[src/rtl/if_id_stage_pkg.sv]
// rtl/if_id_stage_pkg.sv - shared widths, instruction field positions and NOP encoding
//   Imported by if_id_stage and sat_counter users; no ports.
package if_id_stage_pkg;

  localparam int INST_W = 16;
  localparam int ADDR_W = 16;

  localparam int OPC_HI   = 15;
  localparam int OPC_LO   = 12;
  localparam int RS_HI    = 11;
  localparam int RS_LO    = 9;
  localparam int RT_HI    = 8;
  localparam int RT_LO    = 6;
  localparam int RD_HI    = 5;
  localparam int RD_LO    = 3;
  localparam int FUNCT_HI = 2;
  localparam int FUNCT_LO = 0;
  localparam int IMM6_HI  = 5;
  localparam int IMM6_LO  = 0;
  localparam int JADDR_HI = 11;
  localparam int JADDR_LO = 0;

  localparam logic [INST_W-1:0] NOP_ENC = 16'h0000;

endpackage

[src/rtl/sat_counter.sv]
// rtl/sat_counter.sv - saturating up-counter with synchronous clear
//   clk   : rising-edge clock
//   clear : synchronous clear, wins over en
//   en    : increment request, ignored once the count is all-ones
//   count : current value
module sat_counter #(
  parameter int W = 16
) (
  input  logic         clk,
  input  logic         clear,
  input  logic         en,
  output logic [W-1:0] count
);

  always_ff @(posedge clk) begin
    if (clear) begin
      count <= '0;
    end else if (en && (count != {W{1'b1}})) begin
      count <= count + 1'b1;
    end
  end

endmodule

[src/rtl/if_id_stage.sv]
// rtl/if_id_stage.sv - IF/ID pipeline register with early decode and perf counters
//   clk, rst              : clock, synchronous active-high reset
//   stall, flush          : hold ID contents / replace them with a bubble (flush wins)
//   if_pc, if_next_pc     : fetch-stage PC and PC+2
//   if_instruction        : fetched instruction word
//   id_valid/pc/next_pc/instruction : registered ID contents
//   id_opcode/rs/rt/rd/funct/imm_sext : decode of the registered instruction
//   id_branch_target, id_jump_target  : targets fed back to fetch
//   perf_issued, perf_bubbles         : saturating performance counters
module if_id_stage
  import if_id_stage_pkg::*;
#(
  parameter logic [INST_W-1:0] NOP_INST = NOP_ENC,
  parameter int                CNT_W    = 16
) (
  input  logic              clk,
  input  logic              rst,
  input  logic              stall,
  input  logic              flush,
  input  logic [ADDR_W-1:0] if_pc,
  input  logic [ADDR_W-1:0] if_next_pc,
  input  logic [INST_W-1:0] if_instruction,
  output logic              id_valid,
  output logic [ADDR_W-1:0] id_pc,
  output logic [ADDR_W-1:0] id_next_pc,
  output logic [INST_W-1:0] id_instruction,
  output logic [3:0]        id_opcode,
  output logic [2:0]        id_rs,
  output logic [2:0]        id_rt,
  output logic [2:0]        id_rd,
  output logic [2:0]        id_funct,
  output logic [ADDR_W-1:0] id_imm_sext,
  output logic [ADDR_W-1:0] id_branch_target,
  output logic [ADDR_W-1:0] id_jump_target,
  output logic [CNT_W-1:0]  perf_issued,
  output logic [CNT_W-1:0]  perf_bubbles
);

  logic issue_en;
  logic bubble_en;

  // A flush still captures the fetch PC so traces of the bubble show where it came from.
  always_ff @(posedge clk) begin
    if (rst) begin
      id_valid       <= 1'b0;
      id_pc          <= '0;
      id_next_pc     <= '0;
      id_instruction <= NOP_INST;
    end else if (flush) begin
      id_valid       <= 1'b0;
      id_pc          <= if_pc;
      id_next_pc     <= if_next_pc;
      id_instruction <= NOP_INST;
    end else if (!stall) begin
      id_valid       <= 1'b1;
      id_pc          <= if_pc;
      id_next_pc     <= if_next_pc;
      id_instruction <= if_instruction;
    end
  end

  assign issue_en  = !flush && !stall;
  assign bubble_en = flush;

  sat_counter #(.W(CNT_W)) u_issued_cnt (
    .clk   (clk),
    .clear (rst),
    .en    (issue_en),
    .count (perf_issued)
  );

  sat_counter #(.W(CNT_W)) u_bubble_cnt (
    .clk   (clk),
    .clear (rst),
    .en    (bubble_en),
    .count (perf_bubbles)
  );

  assign id_opcode   = id_instruction[OPC_HI:OPC_LO];
  assign id_rs       = id_instruction[RS_HI:RS_LO];
  assign id_rt       = id_instruction[RT_HI:RT_LO];
  assign id_rd       = id_instruction[RD_HI:RD_LO];
  assign id_funct    = id_instruction[FUNCT_HI:FUNCT_LO];
  assign id_imm_sext = {{(ADDR_W-(IMM6_HI-IMM6_LO+1)){id_instruction[IMM6_HI]}},
                        id_instruction[IMM6_HI:IMM6_LO]};

  // Offsets are in halfwords; the top bit of the shifted immediate falls off, matching mod-2^16 wrap.
  assign id_branch_target = id_next_pc + {id_imm_sext[ADDR_W-2:0], 1'b0};
  assign id_jump_target   = {id_next_pc[ADDR_W-1:JADDR_HI+2],
                             id_instruction[JADDR_HI:JADDR_LO], 1'b0};

endmodule

[config.mk]
export PLATFORM = sky130hd
export DESIGN_NAME = if_id_stage
export DESIGN_NICKNAME = d
export VERILOG_FILES = /design/src/rtl/if_id_stage_pkg.sv /design/src/rtl/sat_counter.sv /design/src/rtl/if_id_stage.sv
export SDC_FILE = /design/constraint.sdc
export NUM_CORES = 1
export LEC_CHECK = 0
export ABC_AREA = 1
export CAP_MARGIN = 20
export CELL_PAD_IN_SITES_DETAIL_PLACEMENT = 0
export CELL_PAD_IN_SITES_GLOBAL_PLACEMENT = 2
export CORE_MARGIN = 2
export CORE_UTILIZATION = 22
export DETAILED_ROUTE_END_ITERATION = 10
export PLACE_DENSITY = 0.88
export SYNTH_ARGS = -nofsm -noshare
export SYNTH_HDL_FRONTEND = slang
export SYNTH_SLANG_ARGS = --single-unit
export TNS_END_PERCENT = 1
[constraint.sdc]
create_clock -name clk -period 2.9 [get_ports clk]
set_input_delay 0.58 -clock clk [delete_from_list [all_inputs] [get_ports clk]]
set_output_delay 0.58 -clock clk [all_outputs]
set_load 0.005 [all_outputs]
Word-level counts from Yosys, hierarchy flattened
Cells that the tools add are included.

Flip-flop bits (word level): 81. Output and inout bits: 145.

Equal/unequal tests: 3. Add/subtract/negate cells: 3. Reductions and logical operators: 6. Muxes and demuxes: 4.

Operators by type and width (count): $mux W16 (4); $add A16 B1 Y16 const B (2); $ne A16 B16 Y1 const B (2); $add A16 B16 Y16 (1); $logic_and A1 B1 Y1 (3); $logic_not A1 Y1 (2); $ne A2 B1 Y1 const B (1); $reduce_or A2 Y1 (1).

Depth between registers and ports, before layout
Gate-level depths: netlist (run 1).

Depth after elaboration: 3. Depth in mapped cells: 10.

By module
A second synthesis (run 1) with hierarchy kept.

Cell total of the unflattened synthesis: 718. Area total of the unflattened synthesis: 4763.3 sq um.

By module, submodules not included: if_id_stage (area an instance 2904.0 sq um, sequential area each 980.9 sq um, instances 1, cells each 420); sat_counter (area an instance 929.6 sq um, sequential area each 320.3 sq um, instances 2, cells each 149).

Least setup slack after synthesis (run 1)
No wires, ideal clock.

Kind: flip-flop to output port. From: reg id_instruction[5]. To: out id_branch_target[15]. Slack: 0.617 ns. Data required time: 2.320 ns. Arrival: 1.703 ns. Cell stages (with the launch flop): 8. Cells stage by stage: dfxtp_1 -> ha_1 -> a21oi_1 -> nand2_1 -> a21oi_1 -> nand2_1 -> nand2_1 -> nand2_1.

Cells in the longest elaborated chain, start to end: 1.

RTL lines: from (decl) (RTL line if_id_stage.sv:26) `output logic [INST_W-1:0] id_instruction,`; from (signal assigned) (RTL line if_id_stage.sv:58) `id_instruction <= if_instruction;`; $add A16 B16 Y16 (RTL line if_id_stage.sv:88) `assign id_branch_target = id_next_pc + {id_imm_sext[ADDR_W-2:0], 1'b0};`; to (decl) (RTL line if_id_stage.sv:33) `output logic [ADDR_W-1:0] id_branch_target,`.

No other way between the ends.

Worst setup path after layout (run 1)
Same ends and word-level chain as after synthesis.

==> results.yml, run 1 <==
global_routing:
  grt_max_degree: 41
  grt_overflow: 0
  grt_pass1_wl_um: 23200
  grt_usage_pct: 13.0
  antenna_found_initial: 1
  grt_pass1_vias: 4399
final_layout:
  final_nets: 933
  layoutNonFillerInstCount: 1144
  layout-drive-gt1-share_pct: 9.56
  seqCellArea_um2: 1630
  area_growth_pct: 51.5
  finalInstanceArea_um2: 7170
  fin_util_pct: 34.0
  multi_input_area_um2: 2620
  n_fill_cell: 2262
placement:
  placed_area_um2: 6660
  io_buffers: 195
  gp_congestion: 0.785
  dp_hpwl_um: 11200
  placedCellCount: 1126
setup_path:
  crit_buf_inv: 3
  rrSetupSlack_ps: 1310
  worstPathArrival_ps: 2280
  cpMostUsedCell: "nand2_1"
  slowest_stage: "clkdlybuf4s50_1"
  critPathLaunchType: "register"
  path_delay_family: "buffers and inverters"
  critical_path.max_stage_delay_ps: 490
  critPathKind: "reg2out"
  reg2reg_to: "u_issued_cnt.count[0]"
  critPathRequiredTime_ps: 2320
  critPathCaptureType: "output pin"
  startpoint: "id_instruction[5]"
  worstPathCellList: "buf_12, ha_4, inv_1, nor3_2, and2_1, nand2_1, nand2_1, nand2_1, nand2_1, clkdlybuf4s50_1"
  reg2reg_depth: 8
  critPathMaxFanout: 13
  r2r-start: "u_issued_cnt.count[0]"
timing:
  max_freq_mhz: 350
  hold_viol: 0
  final.setup.tns_ps: 0
  finClkSkew_ps: 3.49
  drv_slew: 0
  period_share_pct: 98.6
  post-route-min-period_ps: 2860
  setup_viol: 0
  rsz0062_at_grt: "true"
floorplanning:
  core_um2: 21100
  dieWidth_um: 151
  row_count: 53
  start_util_pct: 22.4
  die_area_um2: 22700
  ios: 197
  fp.dieH_um: 151
drt:
  vias: 4748
  drt-total-wl_um: 15000
  wl_per_cell_um: 13.1
  vias_per_cell: 4.15
  drc: 0
  firstDrtPassIters: 4
  ant_nets: 0
  drtIter0Drc: 137
clock_network:
  h-tree-depth: 3
  cts_buffers: 9
  tritoncts: "yes"
  clockBufferDepth: 2
  clk_pin_slew_worst_paths_ps: 60
  cts_hold_buf: 0
  clk_latency_ps: 340
  cts_num_sinks: 81
  root_buffer: "clkbuf_16"
yosys:
  yosys.area_share.simple_pct: 36.7
  synth_top_family_by_area: "simple AND/OR/NAND/NOR gates"
  synth-seq-cells: 81
  synthXorXnorAreaFrac_pct: 1.85
  synthAdderAreaFrac_pct: 4.65
  synthCells: 714
  yosysWarningCount: 0
  ys_types: 32
  synth_compound_area_share_pct: 8.15
  synth_seq_area_share_pct: 34.3
  syn_area_per_cell_um2: 6.63
  synthesis.nets: 783
  syn-cell-area_um2: 4730
  synthMuxAreaShare_pct: 0
pwr:
  max-vdd-ir-drop_mv: 0.240
  total_leakage_power_nw: 2.99
  power.density_nw_per_um2: 385
flow_run:
  maxCapViolations: 0
hold_path:
  worstHoldStart: "id_instruction[15]"
  hold_path_depth: 2
  worstHoldEndpoint: "id_instruction[15]"
  min_path_type: "reg2reg"
status:
  status: "finished clean"
[sequential cells by signal, summed over array words and instances, names as in the netlist]
signal,count
id_next_pc,16
id_pc,16
u_issued_cnt.count,16
id_valid,1
u_bubble_cnt.count,16
id_instruction,16
[where the power goes]
part	leakage (nW)	switching, mW	internal [mW]	total [mW]
Combinational	2.19	0.206	0.293	0.499
Clock	0.128	0.464	0.597	1.06
Sequential	0.666	0.0442	1.16	1.20
[worst max-delay path by stage]
stage	end	slack, ps	cells after the start
after CTS	id_branch_target[15]	-20	10
final	id_branch_target[15]	40	10
after detailed placement	id_branch_target[11]	230	11
after global placement	id_branch_target[15]	240	11
after global routing	id_branch_target[11]	-150	11
after floorplan	id_branch_target[15]	620	7
[per-stage QoR]
step,power [mW],hold slack (ps),setup slack (ps)
floorplan,1.42,466,617
finish,2.76,478,39.5
global placement,1.70,461,245
detailed placement,1.70,472,232
global route,2.91,503,-150
CTS,2.82,481,-19.1
[layout make-up]
type / count / area share, %
antenna: 1 / 0.0349
clock buffer: 12 / 3.44
sequential: 81 / 22.7
clock inverter: 3 / 0.244
inverter: 53 / 2.88
multi-input combinational: 512 / 36.5
tap: 275 / 4.80
timing repair buffer: 207 / 29.3
[cells in the mapped netlist, drive strengths merged]
cell / count / share of area [%]
clkbuf: 7 / 0.56
nor2: 170 / 15
clkinv: 1 / 0.079
o21ai: 36 / 3.8
xnor2: 2 / 0.37
ha: 16 / 4.2
and2: 2 / 0.26
conb: 1 / 0.079
nor3b: 1 / 0.16
fa: 1 / 0.42
nor3: 8 / 1.1
inv: 52 / 4.3
buf: 61 / 9.4
nand3: 33 / 3.9
dfxtp: 81 / 34
nand4: 5 / 0.66
nand2: 186 / 15
a21oi: 41 / 4.3
xor2: 8 / 1.5
nand3b: 2 / 0.32
[cell usage in the layout, fill, tap and decap left out, types with 7 or more instances in the layout]
cell | netlist | routed
buf_4 | 50 | 9
nand2_2 | 6 | 12
ha_4 | 0 | 10
clkdlybuf4s50_1 | 0 | 189
dfxtp_1 | 81 | 76
inv_1 | 48 | 48
xor2_1 | 8 | 8
nor2_1 | 157 | 157
clkbuf_16 | 0 | 9
nand3_1 | 31 | 31
nor2_2 | 7 | 7
nand2_1 | 178 | 172
a21oi_1 | 41 | 37
o21ai_0 | 36 | 36
[layer usage]
metal	GRT usage, %	wire, µm
met1	17.0	6880
met2	21.1	6930
met3	2.97	911
met4	4.72	247
met5	0	0
[worst min-delay path, stage by stage (launching register included)]
cell     delay (ps)
dfxtp_1         320
nand2_1          60
a21oi_1          50
[logic make-up (layout without fill, tap and decap cells)]
| logic type | after synthesis | after routing |
|---|---|---|
| simple gates | 407 | 407 |
| compound gates | 77 | 77 |
| flops | 81 | 81 |
| fa+ha+maj | 17 | 17 |
| xor+xnor | 10 | 10 |
| buf+inv | 121 | 275 |
| other cells | 1 | 2 |
[repair_timing]
item | in CTS | in global routing
resized for setup | 23 | 15
pin swaps | 2 | 2
cloned | 1 | 0
buffers inserted | 0 | 1
endpoints found under the setup margin | 10 | 8
(Power assumes the default switching activity.)
==> run 2, diff against run 1 <==
--- a/config.mk
+++ b/config.mk
@@ -9,6 +9,7 @@
 export CAP_MARGIN = 20
 export CELL_PAD_IN_SITES_DETAIL_PLACEMENT = 0
 export CELL_PAD_IN_SITES_GLOBAL_PLACEMENT = 2
+export CORE_ASPECT_RATIO = 1.75
 export CORE_MARGIN = 2
 export CORE_UTILIZATION = 22
 export DETAILED_ROUTE_END_ITERATION = 10
==> run 2 against run 1 <==
  * The run now ends with negative setup slack left
  * Sequential share of layout area fell by 0.28 points
  * Register-to-register slack got worse by 60 ps
  * Critical path depth fell by 1
  * Via count rose by 1.6%
  * Largest cell class unchanged
  * Highest routed layer unchanged
==> results.yml, run 2 (synthesized netlist as in run 1, its figures left out) <==
placement:
  dp_hpwl_um: 12200
  gp_congestion: 0.823
  io_buffers: 195
  place_ws_ps: 173
  placed_area_um2: 6640
timing:
  hold_viol: 0
  post-route-min-period_ps: 2910
  final.setup.tns_ps: -10.8
  setup_viol: 1
  holdWs_ps: 477
  max_freq_mhz: 344
  finClkSkew_ps: 5.21
  fin_ws_ps: -10.8
  drv_slew: 0
  rsz0062_at_grt: "true"
  period_share_pct: 100
clock_network:
  cts_num_sinks: 81
  clockBufferDepth: 2
  h-tree-depth: 3
  root_buffer: "clkbuf_16"
  cts_hold_buf: 0
  clk_pin_slew_worst_paths_ps: 60
  tritoncts: "yes"
  cts_buffers: 9
  clk_latency_ps: 350
global_routing:
  grt.met3_usage_pct: 3.15
  grt_pass1_wl_um: 24200
  use_met1_pct: 14.5
  grt_pass1_vias: 4583
  grt_overflow: 0
  grt_usage_pct: 14.1
  grt_max_degree: 41
  grt_util_met2_pct: 26.1
  antenna_found_initial: 1
  top_usage_layer: "met2"
setup_path:
  critPathLaunchType: "register"
  critPathMaxFanout: 12
  critPathKind: "reg2out"
  worstPathArrival_ps: 2330
  critPathCaptureType: "output pin"
  critPathRequiredTime_ps: 2320
floorplanning:
  core_um2: 21300
  start_util_pct: 22.2
  row_count: 71
  fp.dieH_um: 198
  die_area_um2: 22700
  ios: 197
  dieWidth_um: 115
status:
  violations: "negative setup slack"
  status: "finished, violations left"
final_layout:
  area_growth_pct: 53.0
  seqCellArea_um2: 1630
  finalInstanceArea_um2: 7240
  layout-drive-gt1-share_pct: 10.4
  final_nets: 937
  layout_commonest_cell: "clkdlybuf4s50_1"
  layout_common_cells: "clkdlybuf4s50_1, nand2_1, nor2_1"
  multi_input_area_um2: 2630
  n_fill_cell: 2321
drt:
  drt-total-wl_um: 16200
  vias_per_cell: 4.27
  drc: 0
  vias: 4822
  firstDrtPassIters: 4
  drtIter0Drc: 112
  wl_per_cell_um: 14.3
  ant_nets: 0
pwr:
  power.density_nw_per_um2: 414
  max-vdd-ir-drop_mv: 0.250
  total_leakage_power_nw: 3.06
hold_path:
  min_path_type: "reg2reg"
flow_run:
  maxCapViolations: 0
-- run 2: changes by cell type in the layout (fill, tap and decap cells not counted), sizes merged --
cell | previous run | this run
buf | 11 | 15
clkbuf | 12 | 11
inv | 52 | 51
dlymetal6s2s | 5 | 6
bufinv | 0 | 2
clkdlybuf4s50 | 189 | 188
clkinv | 3 | 4
-- run 2: metal layers --
metal  part of all wire [%]  wire (µm)
met4                    2.9        469
met3                    4.7        769
met2                     55       8860
met1                     38       6090
met5                      0          0
-- run 2: path summary, 6_finish.rpt --
path	depth (start not counted)	endpoint	from	slack [ps]
worst max-delay path	9	id_branch_target[15]	id_instruction[5]	-10
worst min-delay path	2	id_instruction[15]	id_instruction[15]	480
worst max register to register	8	u_issued_cnt.count[1]	u_issued_cnt.count[0]	1250
worst min register to register	2	id_instruction[15]	id_instruction[15]	480
-- run 2: power breakdown --
part,total (mW),internal (mW),switching (mW)
clock network,1.30,0.799,0.498
logic,0.503,0.293,0.210
registers,1.20,1.16,0.0428
-- run 2: final cells by class --
class	instances	area share (%)
Antenna cell	1	0.0346
Multi-Input combinational cell	512	36.3
Tap cell	255	4.41
Timing Repair Buffer	211	29.3
Inverter	53	2.85
Clock buffer	11	3.49
Clock inverter	5	1.07
Sequential cell	81	22.5
-- run 2: worst max-delay path, stage by stage (launching register included) --
cell	delay (ps)
dfxtp_2	340
buf_12	160
ha_1	310
buf_4	150
a21oi_1	110
nand2_1	100
a21oi_2	140
nand3b_1	90
nand2_1	60
clkdlybuf4s50_1	500
-- run 2: timing repair --
item                                    4_1_cts  5_1_grt
gates cloned                                  1        0
buffers inserted                              1        2
endpoints found under the setup margin       10       10
resized for setup                            15       28
pin swaps                                     1        3
-- run 2: through the flow --
step,utilization (%),instances,power [mW]
after floorplan,-,714,1.42
after global placement,31.1,1108,1.70
after detailed placement,31.1,1108,1.71
after CTS,33.2,1126,3.05
after global routing,33.9,1128,3.16
final,34.0,1129,3.00
==> run 3, diff against run 2 <==
--- a/config.mk
+++ b/config.mk
@@ -6,7 +6,6 @@
 export NUM_CORES = 1
 export LEC_CHECK = 0
 export ABC_AREA = 1
-export CAP_MARGIN = 20
 export CELL_PAD_IN_SITES_DETAIL_PLACEMENT = 0
 export CELL_PAD_IN_SITES_GLOBAL_PLACEMENT = 2
 export CORE_ASPECT_RATIO = 1.75
==> results of run 3 <==
The final DEF is identical to that of run 2; final timing and power are the same.
